### src/rtl/led_pkg.sv
// Shared definitions for the LED pattern generator front end: mode codes,
// debounce FSM states and the board-clock timing defaults.
package led_pkg;

   localparam int SW_W_DEF = 4;

   localparam logic [3:0] MODE_SHIFT = 4'h0;
   localparam logic [3:0] MODE_SPLIT = 4'h1;
   localparam logic [3:0] MODE_FAST  = 4'h4;
   localparam logic [3:0] MODE_CLEAR = 4'hF;

   // 10 ms debounce and 0.1 s step period at the 100 MHz board clock
   localparam int DEBOUNCE_CYCLES_DEF = 1000000;
   localparam int TICK_DIV_DEF        = 10000000;

   typedef enum logic [0:0] {
      STABLE   = 1'b0,
      SETTLING = 1'b1
   } deb_state_e;

   // Width of a counter that runs 0 .. limit-1
   function automatic int cnt_w(input int limit);
      return (limit <= 2) ? 1 : $clog2(limit);
   endfunction

endpackage

### src/rtl/sync_2ff.sv
// Two-flop synchroniser for an asynchronous multi-bit bus; the bus is
// debounced as a whole vector downstream, so per-bit skew is tolerated.
module sync_2ff #(
   parameter int W = 4
) (
   input  logic         clk,
   input  logic         rst_n,
   input  logic [W-1:0] d,
   output logic [W-1:0] q
);

   logic [W-1:0] sync1_d, sync1_q;
   logic [W-1:0] sync2_d, sync2_q;

   always_comb begin
      sync1_d = d;
      sync2_d = sync1_q;
   end

   always_ff @(posedge clk) begin
      if (!rst_n) begin
         sync1_q <= '0;
         sync2_q <= '0;
      end else begin
         sync1_q <= sync1_d;
         sync2_q <= sync2_d;
      end
   end

   assign q = sync2_q;

endmodule

### src/rtl/led_mode_sw_cond.sv
// Switch conditioner: synchronise, debounce and commit the mode code, and
// produce the phase-aligned single-cycle pattern step enable.
module led_mode_sw_cond
   import led_pkg::*;
#(
   parameter int              SW_W            = SW_W_DEF,
   parameter int              DEBOUNCE_CYCLES = DEBOUNCE_CYCLES_DEF,
   parameter int              TICK_DIV        = TICK_DIV_DEF,
   parameter logic [SW_W-1:0] PAUSE_CODE      = SW_W'(MODE_CLEAR)
) (
   input  logic            clk,
   input  logic            rst_n,
   input  logic [SW_W-1:0] sw,
   output logic [SW_W-1:0] mode,
   output logic            mode_chg,
   output logic            step,
   output logic            settling
);

   localparam int DEB_W  = cnt_w(DEBOUNCE_CYCLES);
   localparam int TICK_W = cnt_w(TICK_DIV);
   localparam logic [DEB_W-1:0]  DEB_LAST  = DEB_W'(DEBOUNCE_CYCLES - 1);
   localparam logic [TICK_W-1:0] TICK_LAST = TICK_W'(TICK_DIV - 1);

   logic [SW_W-1:0]   sync2;

   deb_state_e        state_d, state_q;
   logic [SW_W-1:0]   cand_d, cand_q;
   logic [DEB_W-1:0]  deb_cnt_d, deb_cnt_q;
   logic [SW_W-1:0]   mode_d, mode_q;
   logic              mode_chg_d, mode_chg_q;
   logic              settling_d, settling_q;
   logic [TICK_W-1:0] tick_cnt_d, tick_cnt_q;
   logic              step_d, step_q;
   logic              commit;

   sync_2ff #(
      .W (SW_W)
   ) u_sync (
      .clk   (clk),
      .rst_n (rst_n),
      .d     (sw),
      .q     (sync2)
   );

   // Any change of the candidate restarts qualification; a return to the
   // committed value abandons it without a commit.
   always_comb begin
      state_d   = state_q;
      cand_d    = cand_q;
      deb_cnt_d = deb_cnt_q;
      mode_d    = mode_q;
      commit    = 1'b0;
      case (state_q)
         STABLE: begin
            if (sync2 != mode_q) begin
               state_d   = SETTLING;
               cand_d    = sync2;
               deb_cnt_d = '0;
            end
         end
         SETTLING: begin
            if (sync2 == mode_q) begin
               state_d = STABLE;
            end else if (sync2 != cand_q) begin
               cand_d    = sync2;
               deb_cnt_d = '0;
            end else if (deb_cnt_q == DEB_LAST) begin
               mode_d  = cand_q;
               commit  = 1'b1;
               state_d = STABLE;
            end else begin
               deb_cnt_d = deb_cnt_q + DEB_W'(1);
            end
         end
         default: state_d = STABLE;
      endcase
      mode_chg_d = commit;
      settling_d = (state_d == SETTLING);
   end

   // A commit restarts the timebase so a new pattern's first step is aligned.
   always_comb begin
      tick_cnt_d = tick_cnt_q + TICK_W'(1);
      step_d     = 1'b0;
      if (commit) begin
         tick_cnt_d = '0;
      end else if (tick_cnt_q == TICK_LAST) begin
         tick_cnt_d = '0;
         step_d     = (mode_q != PAUSE_CODE);
      end
   end

   always_ff @(posedge clk) begin
      if (!rst_n) begin
         state_q    <= STABLE;
         cand_q     <= '0;
         deb_cnt_q  <= '0;
         mode_q     <= '0;
         mode_chg_q <= 1'b0;
         settling_q <= 1'b0;
         tick_cnt_q <= '0;
         step_q     <= 1'b0;
      end else begin
         state_q    <= state_d;
         cand_q     <= cand_d;
         deb_cnt_q  <= deb_cnt_d;
         mode_q     <= mode_d;
         mode_chg_q <= mode_chg_d;
         settling_q <= settling_d;
         tick_cnt_q <= tick_cnt_d;
         step_q     <= step_d;
      end
   end

   assign mode     = mode_q;
   assign mode_chg = mode_chg_q;
   assign step     = step_q;
   assign settling = settling_q;

endmodule
### config.mk
export PLATFORM = sky130hd
export DESIGN_NAME = led_mode_sw_cond
export DESIGN_NICKNAME = d
export VERILOG_FILES = /design/src/rtl/led_pkg.sv /design/src/rtl/sync_2ff.sv /design/src/rtl/led_mode_sw_cond.sv
export SDC_FILE = /design/constraint.sdc
export NUM_CORES = 1
export LEC_CHECK = 0
export BUFFER_PORTS_ARGS = -buffer_cell sky130_fd_sc_hd__buf_2
export CORE_MARGIN = 4
export CORE_UTILIZATION = 40
export DETAILED_ROUTE_END_ITERATION = 6
export GPL_TIMING_DRIVEN = 0
export PLACE_DENSITY = 0.52
export SLEW_MARGIN = 30
export SYNTH_ARGS = -nofsm -noshare
export SYNTH_HDL_FRONTEND = slang
export SYNTH_SLANG_ARGS = --single-unit
export TNS_END_PERCENT = 50
### constraint.sdc
create_clock -name clk -period 5.1 [get_ports clk]
set_input_delay 0 -clock clk [delete_from_list [all_inputs] [get_ports clk]]
set_output_delay 0 -clock clk [all_outputs]
set_load 0.1 [all_outputs]
## After elaboration in Yosys (flattened, before gate mapping)

Cells that the tools add are included.

- Register bits: 63
- Input bits: 6
- Output and inout bits: 7
- Word-level logic and storage cells: 49

- Eq/ne operators: 10
- Reduce and logical (&&, ||, !) cells: 5
- Bitwise operators: 5
- Multiplexer cells: 18
- $add $sub $neg: 2

Operator list:

| kind | number |
|---|---|
| $mux 20 | 4 |
| $pmux 20 s2 | 1 |
| $add 24x1->24 const B | 1 |
| $eq 24x24->1 const B | 1 |
| $add 20x1->20 const B | 1 |
| $eq 20x20->1 const B | 1 |
| $mux 4 | 3 |
| $mux 1 | 8 |
| $ne 4x4->1 | 2 |
| $pmux 4 s2 | 1 |
| $reduce_and 3->1 | 2 |
| $reduce_or 3->1 | 2 |
| $not 1->1 | 5 |
| $eq 4x4->1 | 1 |
| $ne 2x2->1 const B | 2 |
| $ne 4x4->1 const B | 1 |
| $reduce_and 4->1 | 1 |
| $ne 3x3->1 const B | 1 |
| $ne 2x1->1 const B | 1 |
| $pmux 1 s2 | 1 |

## Depth between registers and ports, before layout

- Depth in word-level cells: 6
- Gate-level depth with buffers: 7
- Mapped depth without buffers: 6

## Hierarchy

From an unflattened synthesis, not the netlist that was laid out.

- Cell total of the unflattened synthesis: 339
- Area, all modules: 2846.5 um2

By module, submodules not included:

| module | times used | area each (um2) | sequential area each (um2) | cells an instance |
|---|---|---|---|---|
| led_mode_sw_cond | 1 | 2636.3 | 1101.1 | 323 |
| sync_2ff | 1 | 210.2 | 160.2 | 16 |

## Least setup slack after synthesis

No wires, ideal clock.

- Kind: reg-to-reg
- Start point: register mode_q[1], in the netlist mode[1]
- End point: register deb_cnt_q[3]
- Data required time: 5025 ps
- Path slack: 2504 ps
- Cell stages (with the launch flop): 7
- Buffers on the path: 1
- Arrival time: 2521 ps
- Setup time: 75 ps
- Period minus slack after synthesis: 2596 ps
- Cells stage by stage: dfxtp_1 xor2_2 nor4_4 or3_1 buf_2 or4_1 a31oi_1

- Cells in the longest elaborated chain, start to end: 3
- Elaborated cells between the ends (all ways): 5
- Those cells by class: eq/ne: 4; reduce/logical: 1

RTL lines:

| item | RTL line | source |
|---|---|---|
| start, declared | led_mode_sw_cond.sv:30 | `logic [SW_W-1:0] mode_d, mode_q;` |
| start signal, assigned | led_mode_sw_cond.sv:108 | `mode_q <= mode_d;` |
| $ne 4x4->1 or $eq 4x4->1 (tied branches) | led_mode_sw_cond.sv:56, led_mode_sw_cond.sv:63 |  |
| $ne 2x2->1 (no source line) | n/a |  |
| $reduce_and 3->1 (no source line) (*) | n/a |  |
| end signal, assigned | led_mode_sw_cond.sv:107 | `deb_cnt_q <= deb_cnt_d;` |
| end, declared | led_mode_sw_cond.sv:29 | `logic [DEB_W-1:0] deb_cnt_d, deb_cnt_q;` |

Mark *: on every way between the ends. The rest lies on a longest branch, timed or not.
A chain may end at the register's enable or synchronous reset.

## Worst setup path in the final report

- Start point: register tick_cnt_q[0]
- End point: register tick_cnt_q[5]

- Cells in the longest elaborated chain, start to end: 2
- Elaborated cells between the ends (all ways): 3
- Those cells by class: add/sub: 1; eq/ne: 1; reduce/logical: 1

RTL lines:

| item | RTL line | source |
|---|---|---|
| start, declared | led_mode_sw_cond.sv:33 | `logic [TICK_W-1:0] tick_cnt_d, tick_cnt_q;` |
| start signal, assigned | led_mode_sw_cond.sv:111 | `tick_cnt_q <= tick_cnt_d;` |
| parallel branches: the longest is 2 deep, another holds $add 24x1->24 | n/a |  |

Parallel ways; which one is timed is not known.

==> metrics.txt <==
# TYPE chip_impl_metric gauge
chip_impl_metric{name="fin_clk_skew",unit="ns"} 0.006213
chip_impl_metric{name="number_of_violations_of_the_max_capacitance_limit",unit=""} 0
chip_impl_metric{name="pwr_density_cell",unit="mW/mm^2"} 293.9
chip_impl_metric{name="grt_start_max_net_pins",unit=""} 11
chip_impl_metric{name="worstPathRequired",unit="ns"} 5.31
chip_impl_metric{name="insertedDiodeCount",unit=""} 0
chip_impl_info{name="grt_setup_unrepaired",value="false"} 1
chip_impl_metric{name="initial_utilization",unit="%"} 41.93
chip_impl_metric{name="post_cts_resize_count",unit=""} 0
chip_impl_metric{name="numPortBuffers",unit=""} 11
chip_impl_metric{name="synth_simple_gate_area_share",unit="%"} 31.33
chip_impl_metric{name="xor_xnor_cell_area_share_of_the_yosys_netlist",unit="%"} 11.86
chip_impl_metric{name="worst_slew_pin_tran",unit="ns"} 0.6509
chip_impl_metric{name="antenna_violating_nets_post_route",unit=""} 0
chip_impl_metric{name="area_growth_syn_to_layout",unit="%"} 13.71
chip_impl_metric{name="vias",unit=""} 2416
chip_impl_metric{name="rr_worst_depth",unit=""} 7
chip_impl_metric{name="dieHeight",unit="microns"} 93.32
chip_impl_metric{name="initial_antenna_violation_count",unit=""} 0
chip_impl_metric{name="post_synth_num_cell_types",unit=""} 49
chip_impl_info{name="startpoint_type_of_the_worst_setup_path",value="flop"} 1
chip_impl_metric{name="number_of_buffers_inserted_to_repair_setup_after_cts",unit=""} 0
chip_impl_metric{name="setup-tns-final",unit="ns"} 0
chip_impl_metric{name="cts.sinks",unit=""} 63
chip_impl_metric{name="coreArea",unit="sq mm"} 0.006944
chip_impl_metric{name="layout.nets",unit=""} 364
chip_impl_metric{name="clockBufferDepth",unit=""} 2
chip_impl_metric{name="grt_pass1_vias",unit=""} 2280
chip_impl_metric{name="hold_viol_final",unit=""} 0
chip_impl_info{name="top_count_cell_post_synth",value="sky130_fd_sc_hd__dfxtp_1"} 1
chip_impl_info{name="holdCritPathClass",value="primary input to flop"} 1
chip_impl_info{name="worstSetupPathType",value="flop to flop"} 1
chip_impl_info{name="tritoncts",value="done"} 1
chip_impl_metric{name="worst_hold_path.num_cells",unit=""} 3
chip_impl_metric{name="postSynth.asyncResetShare",unit="%"} 0
chip_impl_info{name="hold_path.startpoint",value="rst_n"} 1
chip_impl_metric{name="route.detailed.drc",unit=""} 0
chip_impl_metric{name="dp_hpwl",unit="mm"} 4.711
chip_impl_metric{name="grt_remaining_overflow",unit=""} 0
chip_impl_metric{name="detailedRoute.firstIterationViolations",unit=""} 129
chip_impl_metric{name="area_fraction_in_compound_gates_after_synthesis",unit="%"} 8.939
chip_impl_metric{name="clock_latency",unit="ns"} 0.34
chip_impl_metric{name="synth_area_per_cell",unit="sq um"} 8.823
chip_impl_metric{name="post_drt_wl_per_cell",unit="microns"} 14.51
chip_impl_metric{name="netlist_area",unit="sq mm"} 0.002912
chip_impl_metric{name="numPlacedInstances",unit=""} 437
chip_impl_metric{name="finalWorstPathRequiredPeriod",unit="ns"} 2.441
chip_impl_metric{name="gr-usage-all-layers",unit="%"} 16.78
chip_impl_metric{name="postSynthCellCount",unit=""} 330
chip_impl_metric{name="post-route-period-util",unit="%"} 47.87
chip_impl_metric{name="max-slew-margin-rel",unit="%"} 56.04
chip_impl_info{name="synth_top_area_cell",value="sky130_fd_sc_hd__dfxtp_1"} 1
chip_impl_info{name="regToRegStartpoint",value="tick_cnt_q[0]"} 1
chip_impl_metric{name="synth.yosys.seq_area_share",unit="%"} 43.32
chip_impl_metric{name="final_max_slew_viol_count",unit=""} 0
chip_impl_metric{name="synth_top_area_share",unit="%"} 43.32
chip_impl_metric{name="cts_buffers",unit=""} 9
chip_impl_metric{name="synth_fa_ha_area_share",unit="%"} 0.8595
chip_impl_metric{name="drt_first_pass_iters",unit=""} 4
chip_impl_info{name="min_delay_worst_endpoint",value="deb_cnt_q[10]"} 1
chip_impl_metric{name="final_layout_size_suffix_gt1_share",unit="%"} 11.11
chip_impl_metric{name="post_cts_hold_buffer_count",unit=""} 4
chip_impl_info{name="ys_top_cells_by_area",value="sky130_fd_sc_hd__dfxtp_1, sky130_fd_sc_hd__nor2_1, sky130_fd_sc_hd__xor2_1"} 1
chip_impl_metric{name="synth_edf_count",unit=""} 0
chip_impl_info{name="synthTopCellsByCount",value="sky130_fd_sc_hd__dfxtp_1, sky130_fd_sc_hd__nor2_1, sky130_fd_sc_hd__nand2_1"} 1
chip_impl_metric{name="synthMuxAreaShare",unit="%"} 0.6876
chip_impl_metric{name="gp_congestion",unit=""} 0.8291
chip_impl_info{name="timing.critical_path.to_type",value="flop"} 1
chip_impl_metric{name="clock_slew_at_the_register_clock_pins_of_the_worst_setup_and_hold_paths",unit="ns"} 0.06
chip_impl_info{name="synth_top_family_by_area",value="simple AND/OR/NAND/NOR gates"} 1
chip_impl_metric{name="worst-endpoint-arrival",unit="ns"} 2.65
chip_impl_metric{name="num_io_pins",unit=""} 13
chip_impl_metric{name="postSynthRegisterBits",unit=""} 63
chip_impl_metric{name="fill_cells",unit=""} 682
chip_impl_metric{name="critical_path_peak_fanout",unit=""} 10
chip_impl_info{name="synthFlopType",value="sky130_fd_sc_hd__dfxtp_1"} 1
chip_impl_info{name="r2r_end",value="tick_cnt_q[5]"} 1
chip_impl_metric{name="setup_violations_final",unit=""} 0
chip_impl_metric{name="yosysWarnings",unit=""} 0
chip_impl_metric{name="total_die_area",unit="sq mm"} 0.008708
chip_impl_metric{name="stdcell_count",unit=""} 456
chip_impl_metric{name="fmax",unit="GHz"} 0.4096
chip_impl_metric{name="htree_levels",unit=""} 3
chip_impl_metric{name="floorplan.rows",unit=""} 30
chip_impl_metric{name="floorplan_die_width",unit="microns"} 93.32
chip_impl_metric{name="static_power_due_to_leakage",unit="nW"} 1.142
chip_impl_info{name="cts-root-buf",value="sky130_fd_sc_hd__clkbuf_8"} 1
chip_impl_info{name="status",value="finished clean"} 1
chip_impl_metric{name="totalWireLength",unit="mm"} 6.618
chip_impl_metric{name="r2r_setup_slack",unit="ns"} 2.66
chip_impl_metric{name="mappedNetlistNets",unit=""} 338
chip_impl_metric{name="grt_first_pass_wirelength",unit="mm"} 11.52
chip_impl_metric{name="viasPerCell",unit=""} 5.298
chip_impl_metric{name="power.ir.vdd_worst",unit="V"} 0.0001891
-- routing by layer --
layer | share of wire [%] | vias up | track usage (%)
li1 | - | 1221 | -
met1 | 46 | 1137 | 22.22
met2 | 48 | 52 | 26.56
met3 | 5.0 | 6 | 4.344
met4 | 0.79 | 0 | 5.495
met5 | 0 | - | 0
-- cells in the final DEF, fill, tap and decap left out, types with 4 or more instances in the layout --
cell / Yosys / final
sky130_fd_sc_hd__or3_1: 4 / 4
sky130_fd_sc_hd__a21oi_1: 13 / 13
sky130_fd_sc_hd__nand2_1: 32 / 32
sky130_fd_sc_hd__o21ai_0: 8 / 8
sky130_fd_sc_hd__nand3_1: 26 / 26
sky130_fd_sc_hd__nor4_1: 7 / 6
sky130_fd_sc_hd__nor3_1: 5 / 5
sky130_fd_sc_hd__and4_1: 6 / 6
sky130_fd_sc_hd__and3_1: 7 / 7
sky130_fd_sc_hd__xor2_1: 17 / 17
sky130_fd_sc_hd__clkinv_2: 0 / 4
sky130_fd_sc_hd__nor2_1: 41 / 41
sky130_fd_sc_hd__or4_1: 4 / 4
sky130_fd_sc_hd__nand4_1: 10 / 10
sky130_fd_sc_hd__clkbuf_1: 8 / 9
sky130_fd_sc_hd__dlygate4sd3_1: 0 / 4
sky130_fd_sc_hd__o22ai_1: 4 / 4
sky130_fd_sc_hd__and2_1: 13 / 13
sky130_fd_sc_hd__xor2_2: 4 / 4
sky130_fd_sc_hd__buf_2: 1 / 12
sky130_fd_sc_hd__xnor2_1: 15 / 15
sky130_fd_sc_hd__dfxtp_1: 63 / 63
sky130_fd_sc_hd__clkbuf_8: 2 / 11
-- worst max-delay path by stage --
stage                       start  cells past startpoint  slack, ns              to
detailed placement  tick_cnt_q[0]                      7       2.56   tick_cnt_q[5]
floorplan                 mode[1]                      6       2.50    deb_cnt_q[3]
finish              tick_cnt_q[0]                      7       2.66   tick_cnt_q[5]
global placement    tick_cnt_q[0]                      7       2.57  tick_cnt_q[18]
CTS                 tick_cnt_q[0]                      7       2.54  tick_cnt_q[18]
global route        tick_cnt_q[0]                      7       2.31   tick_cnt_q[8]
-- registers in the layout, summed over array words and instances (netlist names) --
signal	count
tick_cnt_q	24
deb_cnt_q	20
cand_q	4
mode	4
u_sync.q	4
u_sync.sync1_q	4
mode_chg	1
settling	1
step	1
-- final cells by class --
type                       instances  area [sq um]  area share (%)
multi-input combinational        251          1569           47.39
sequential                        63          1261           38.10
clock buffer                      10         127.6           3.855
tap                               96         120.1           3.628
timing repair buffer              15         95.09           2.872
buffer                            12         72.57           2.192
clock inverter                     5         50.05           1.512
inverter                           4         15.01          0.4535
-- through the flow --
step,cell area [sq um],power [W],util [%],hold WS [ns],worst slack [ns]
floorplan,2912,0.0005596,-,0.1273,2.504
global placement,3087,0.0005769,44.45,0.2062,2.569
detailed placement,3087,0.0005768,44.45,0.2118,2.558
CTS,3304,0.0009923,47.59,0.2322,2.539
global route,3311,0.001020,47.68,0.2747,2.313
finish,3311,0.0009729,47.68,0.2247,2.659
-- report_power, final --
part           internal, W  switching [W]  leakage, nW
combinational    0.0000214      0.0000423        0.537
sequential        0.000499     0.00000508        0.510
clock             0.000220       0.000186       0.0957
-- cells by family (layout without fill, tap and decap cells) --
kind of cell,after synthesis,count (layout)
compound gates,42,42
xor+xnor,36,36
fa+ha+maj,2,2
buf+inv,16,46
flops,63,63
mux,2,2
simple gates,169,169
-- critical path: stages (launching register included) --
cell	delay (ns)
sky130_fd_sc_hd__dfxtp_1	0.34
sky130_fd_sc_hd__ha_1	0.19
sky130_fd_sc_hd__nand3_1	0.19
sky130_fd_sc_hd__or2_2	0.37
sky130_fd_sc_hd__nor4_1	0.48
sky130_fd_sc_hd__a211o_1	0.25
sky130_fd_sc_hd__clkbuf_1	0.39
sky130_fd_sc_hd__nor2_1	0.10
Note: power is estimated with default switching activity, not from simulation.
